### src/rtl/chaser_pkg.sv
// Shared constants for the LED chaser: mode encodings, reserved codes and direction values.
package chaser_pkg;

  typedef enum logic [1:0] {
    MODE_WRAP_UP   = 2'b00,
    MODE_WRAP_DOWN = 2'b01,
    MODE_BOUNCE    = 2'b10,
    MODE_HOLD      = 2'b11
  } mode_e;

  localparam int unsigned CODE_BLANK = 0;
  localparam int unsigned CODE_MIN   = 1;

  localparam logic DIR_UP   = 1'b1;
  localparam logic DIR_DOWN = 1'b0;

endpackage

### src/rtl/tick_divider.sv
// Free-running prescaler: pulses tick for one cycle each time the count wraps.
// The count freezes (not clears) while en is low.
module tick_divider #(
  parameter int unsigned TICK_DIV  = 12000000,
  parameter int unsigned DIV_WIDTH = 24
) (
  input  logic clk,
  input  logic rst,
  input  logic en,
  output logic tick
);

  localparam logic [DIV_WIDTH-1:0] CNT_LAST = DIV_WIDTH'(TICK_DIV - 1);
  localparam logic [DIV_WIDTH-1:0] CNT_ONE  = DIV_WIDTH'(1);

  logic [DIV_WIDTH-1:0] cnt;

  always_ff @(posedge clk) begin
    if (rst) begin
      cnt  <= '0;
      tick <= 1'b0;
    end else if (en) begin
      if (cnt == CNT_LAST) begin
        cnt  <= '0;
        tick <= 1'b1;
      end else begin
        cnt  <= cnt + CNT_ONE;
        tick <= 1'b0;
      end
    end else begin
      tick <= 1'b0;
    end
  end

endmodule

### src/rtl/chaser_sequencer.sv
// Generates the position code for the one-hot LED decoder: wrap-up, wrap-down,
// bounce and hold modes, advanced by prescaler ticks or manual step edges.
module chaser_sequencer
  import chaser_pkg::*;
#(
  parameter int unsigned TICK_DIV   = 12000000,
  parameter int unsigned DIV_WIDTH  = 24,
  parameter int unsigned CODE_WIDTH = 3,
  parameter int unsigned MAX_CODE   = 7
) (
  input  logic                  clk,
  input  logic                  rst,
  input  logic                  en,
  input  logic [1:0]            mode,
  input  logic                  step,
  input  logic                  blank,
  output logic [CODE_WIDTH-1:0] code,
  output logic                  dir,
  output logic                  tick
);

  localparam logic [CODE_WIDTH-1:0] POS_MIN = CODE_WIDTH'(CODE_MIN);
  localparam logic [CODE_WIDTH-1:0] POS_MAX = CODE_WIDTH'(MAX_CODE);
  localparam logic [CODE_WIDTH-1:0] POS_ONE = CODE_WIDTH'(1);
  localparam logic [CODE_WIDTH-1:0] POS_OFF = CODE_WIDTH'(CODE_BLANK);

  logic [CODE_WIDTH-1:0] pos;
  logic [CODE_WIDTH-1:0] pos_nxt;
  logic                  dir_nxt;
  logic                  step_q;
  logic                  advance;

  tick_divider #(
    .TICK_DIV  (TICK_DIV),
    .DIV_WIDTH (DIV_WIDTH)
  ) u_tick_divider (
    .clk  (clk),
    .rst  (rst),
    .en   (en),
    .tick (tick)
  );

  // A tick registered just before en dropped is still honoured as an advance.
  assign advance = tick | (~en & step & ~step_q);

  always_comb begin
    pos_nxt = pos;
    dir_nxt = dir;
    if (advance) begin
      case (mode_e'(mode))
        MODE_WRAP_UP: begin
          pos_nxt = (pos >= POS_MAX) ? POS_MIN : pos + POS_ONE;
          dir_nxt = DIR_UP;
        end
        MODE_WRAP_DOWN: begin
          pos_nxt = (pos <= POS_MIN) ? POS_MAX : pos - POS_ONE;
          dir_nxt = DIR_DOWN;
        end
        MODE_BOUNCE: begin
          if (dir == DIR_UP) begin
            if (pos >= POS_MAX) begin
              pos_nxt = POS_MAX - POS_ONE;
              dir_nxt = DIR_DOWN;
            end else begin
              pos_nxt = pos + POS_ONE;
            end
          end else begin
            if (pos <= POS_MIN) begin
              pos_nxt = POS_MIN + POS_ONE;
              dir_nxt = DIR_UP;
            end else begin
              pos_nxt = pos - POS_ONE;
            end
          end
        end
        default: begin
          pos_nxt = pos;
          dir_nxt = dir;
        end
      endcase
    end
  end

  always_ff @(posedge clk) begin
    if (rst) begin
      pos    <= POS_MIN;
      dir    <= DIR_UP;
      code   <= POS_MIN;
      step_q <= 1'b0;
    end else begin
      pos    <= pos_nxt;
      dir    <= dir_nxt;
      code   <= blank ? POS_OFF : pos;
      step_q <= step;
    end
  end

endmodule

### config.mk
export PLATFORM = sky130hd
export DESIGN_NAME = chaser_sequencer
export DESIGN_NICKNAME = d
export VERILOG_FILES = /design/src/rtl/chaser_pkg.sv /design/src/rtl/tick_divider.sv /design/src/rtl/chaser_sequencer.sv
export SDC_FILE = /design/constraint.sdc
export NUM_CORES = 1
export LEC_CHECK = 0
export CORE_ASPECT_RATIO = 1.1
export CORE_MARGIN = 3
export CORE_UTILIZATION = 42
export CTS_BUF_LIST = sky130_fd_sc_hd__clkbuf_8
export DETAILED_ROUTE_END_ITERATION = 6
export DONT_BUFFER_PORTS = 1
export PLACE_DENSITY = 0.55
export RECOVER_POWER = 50
export SLEW_MARGIN = 10
export SYNTH_ARGS = -nofsm -noshare
export SYNTH_HDL_FRONTEND = slang
export SYNTH_SLANG_ARGS = --single-unit
### constraint.sdc
create_clock -name clk -period 2.5 [get_ports clk]
set_clock_uncertainty 0.2 [all_clocks]
set_input_delay 0.375 -clock clk [delete_from_list [all_inputs] [get_ports clk]]
set_output_delay 0.375 -clock clk [all_outputs]
set_load 0.02 [all_outputs]
==> run_results.csv <==
group,metric,value,unit
finish,num_antenna_cells,0,
synth,synth-seq-area-share,0.379,
floorplan,rows,23,
synth,syn-num-nets,220,
detailed_routing,routed.top_layer,"met4",
detailed_routing,wl_met3,282,microns
pwr,irDropWorstVdd,0.226,mV
setup_path,required,2.51,ns
sta,hold_viol,0,
sta,setup_violations,0,
place,port_buffers,0,
synth,yosysTopAreaCell,"dfxtp_1",
global_route,grt.total_usage,0.171,
sta,fin_ws,0.153,ns
pwr,power_frac_clock,0.415,
synth,synth-simple-area-share,0.264,
setup_path,r2r-start,"u_tick_divider.cnt[4]",
pwr,netSwitchingPower,249,uW
synth,synth-seq-cells,33,
worst_hold_path,worst_hold_path_type,"input pin to flip-flop",
detailed_routing,m1WireLength,1810,microns
finish,ff_latch_area,661,sq um
setup_path,crit_arrival,2.36,ns
finish,fill_cells,368,
synth,synthAdderAreaFrac,0.0575,
setup_path,cp_num_cells,4,
pwr,p_int,816,uW
clocking,clock_latency,0.28,ns
setup_path,r2r_cells,4,
job,max_cap_viol_count,0,
setup_path,path_class,"flip-flop to flip-flop",
clocking,cts_made_buffers,5,
setup_path,crit_top_cell,"or4_1",
synth,ys_types,45,
synth,ys_dominant_reg_cell,"dfxtp_1",
sta,fin_tns_setup,0,ns
setup_path,crit_chain,"nand4_4, or4_1, or4_1, a21oi_1",
synth,synth_top_cell_area_share,0.379,
floorplan,start_util,0.455,
detailed_routing,wl_per_cell,14.4,microns
detailed_routing,ant_nets,0,
pwr,power_frac_comb,0.071,
synth,postSynth.asyncResetShare,0,
sta,tightest_slew,0.505,ns
sta,slew_violations,0,
detailed_routing,drt_pass1_iterations,4,
synth,synth_most_common_cell,"dfxtp_1",
global_route,antenna_found_initial,0,
detailed_routing,via_count,1507,
pwr,p_per_area,554,mW/mm^2
synth,synth_mux_area_frac,0,
synth,syn_avg_cell_area,8.50,sq um
synth,synth_compound_area_frac,0.188,
synth,synth_top_family_by_area,"simple AND/OR/NAND/NOR gates",
clocking,htree_levels,2,
clocking,cts_buffer_depth,2,
pwr,switching_share,0.234,
clocking,cts_tree,"built",
clocking,numClockSinks,33,
synth,synthTopCellsByArea,"dfxtp_1, ha_1, nor2_1",
synth,synth_edf_count,0,
setup_path,worst-path-buf-inv,0,
detailed_routing,drt-initial-drc-count,64,
global_route,grt_overflow,0,
sta,rsz0062_at_grt,"false",
detailed_routing,drc_errors,0,
global_route,grt_pass1_wl,6470,microns
clocking,clkSlewWorstSetupHoldPaths,0.07,ns
clocking,root_buffer,"clkbuf_8",
run_status,outcome,"completed",
clocking,cts_resized,0,
place,dp_hpwl,2760,microns
setup_path,critical-path-top-delay-family,"simple AND/OR/NAND/NOR gates",
global_route,grt_max_degree,16,
synth,ys_top_cells_by_count,"dfxtp_1, nor2_1, a21oi_1, inv_1",
worst_hold_path,hold_path.startpoint,"rst",
setup_path,reg2reg_to,"u_tick_divider.cnt[23]",
place,dp_cells,252,
clocking,postCtsSetupBuffers,0,
pwr,p_seq_frac,0.514,
setup_path,rrSetupSlack,0.15,ns
setup_path,start_kind,"flip-flop",
synth,synth_area,0.00174,sq mm
setup_path,cp_slowest_cell,"or4_1",
floorplan,die_area,0.00496,sq mm
synth,syn_inst,205,
pwr,p_leak,0.000659,uW
finish,multiInputGateArea,1000,sq um
setup_path,crit_fanout,9,
sta,finalCriticalPeriod,2.35,ns
finish,layout-drive-gt1-share,0.0755,
worst_hold_path,whs_path_depth,1,
worst_hold_path,min_to,"pos[0]",
detailed_routing,finalWirelength,3770,microns
sta,final.period_utilization,0.939,
sta,slew_headroom,0.663,
setup_path,slowest_delay,0.73,ns
synth,synthXorXnorAreaFrac,0.0654,
finish,fin_nets,226,
finish,area_delta_synth_final,10.4,%
place,pre_cts_slack,0.205,ns
detailed_routing,dr_wl_met2,1650,microns
sta,fmax,0.426,GHz
global_route,first_global_vias,1386,
synth,ys_warn_count,0,
setup_path,end_kind,"flip-flop",
finish,instances_no_fill,262,
place,globalplace.congestion,0.891,
detailed_routing,drt-vias-per-instance,5.75,
floorplan,die_h,73.5,microns
floorplan,fp.dieW,67.4,microns
floorplan,io_pins,12,
floorplan,core-area,0.00383,sq mm
==> worst reg2reg max path, cell delays in order (launching register included) <==
cell and delay (ns):
dfxtp_1 0.46, nand4_4 0.18, or4_1 0.73, or4_1 0.55
a21oi_1 0.16
==> per-stage QoR <==
| stage | utilization | hold slack, ns | total power (uW) | instance area, sq um |
|---|---|---|---|---|
| finish | 0.502 | 0.0152 | 1060 | 1920 |
| global route | 0.502 | 0.00532 | 1110 | 1920 |
| floorplan | - | 0.247 | 615 | 1740 |
| global placement | 0.472 | 0.249 | 625 | 1810 |
| CTS | 0.503 | 0.00571 | 1080 | 1930 |
| detailed placement | 0.472 | 0.250 | 628 | 1810 |
==> power by group through the flow <==
stage	registers (uW)	logic [uW]	clock network, uW
2_1_floorplan	556	59.0	0
5_1_grt	549	84.5	477
3_3_place_gp	559	66.2	0
4_1_cts	547	75.2	456
6_report	548	75.7	441
3_5_place_dp	559	68.2	0
==> cell type report <==
cell class / instances / area share
multi-input combinational: 151 / 0.520
sequential: 33 / 0.344
clock buffer: 7 / 0.0501
tap: 50 / 0.0325
inverter: 14 / 0.0273
timing repair buffer: 6 / 0.0241
clock inverter: 1 / 0.00260
==> worst max-delay path by stage <==
stage,start,endpoint,slack (ns)
floorplan,en,u_tick_divider.cnt[23],0.36
global placement,u_tick_divider.cnt[3],u_tick_divider.cnt[23],0.27
finish,u_tick_divider.cnt[4],u_tick_divider.cnt[23],0.15
CTS,u_tick_divider.cnt[3],u_tick_divider.cnt[23],0.18
detailed placement,u_tick_divider.cnt[3],u_tick_divider.cnt[23],0.21
global route,u_tick_divider.cnt[8],u_tick_divider.cnt[23],0.02
==> placed cells by master (no fill, tap or decap), types with 3 or more instances in the layout <==
cell type	n
nor4_1	4
nand2b_1	3
nor3_1	3
a21oi_1	14
xnor2_1	8
nor2_1	19
nand2_1	11
dfxtp_1	33
ha_1	8
or3_1	5
inv_1	14
o21ai_0	11
a211oi_1	3
buf_4	3
nand3_1	4
o31ai_1	4
clkbuf_8	7
xor2_1	5
or4_1	6
nand4_1	8
nor3b_1	3
==> per-layer routing <==
layer	GRT usage	vias up
met2	0.254	51
met3	0.0566	4
met5	0	-
li1	-	763
met4	0.0473	0
met1	0.236	689
==> kinds of logic (layout without fill, tap and decap cells) <==
kind of cell,Yosys count,count (layout)
AO/OA/AOI/OAI,51,51
AND/OR/NAND/NOR,79,79
adder cells (fa/ha/maj),8,8
buffers and inverters,21,28
XOR/XNOR,13,13
flip-flops,33,33
==> repair_timing <==
item / 4_1_cts / 5_1_grt
hold buffers: 2 / 0
setup endpoints to repair: 0 / 0
endpoints found under the hold margin: 14 / 0
==> flip-flops by register name, indices dropped and copies added (netlist names) <==
name,cells
code,3
dir,1
pos,3
step_q,1
u_tick_divider.cnt,24
u_tick_divider.tick,1
Note: power is estimated with default switching activity, not from simulation.
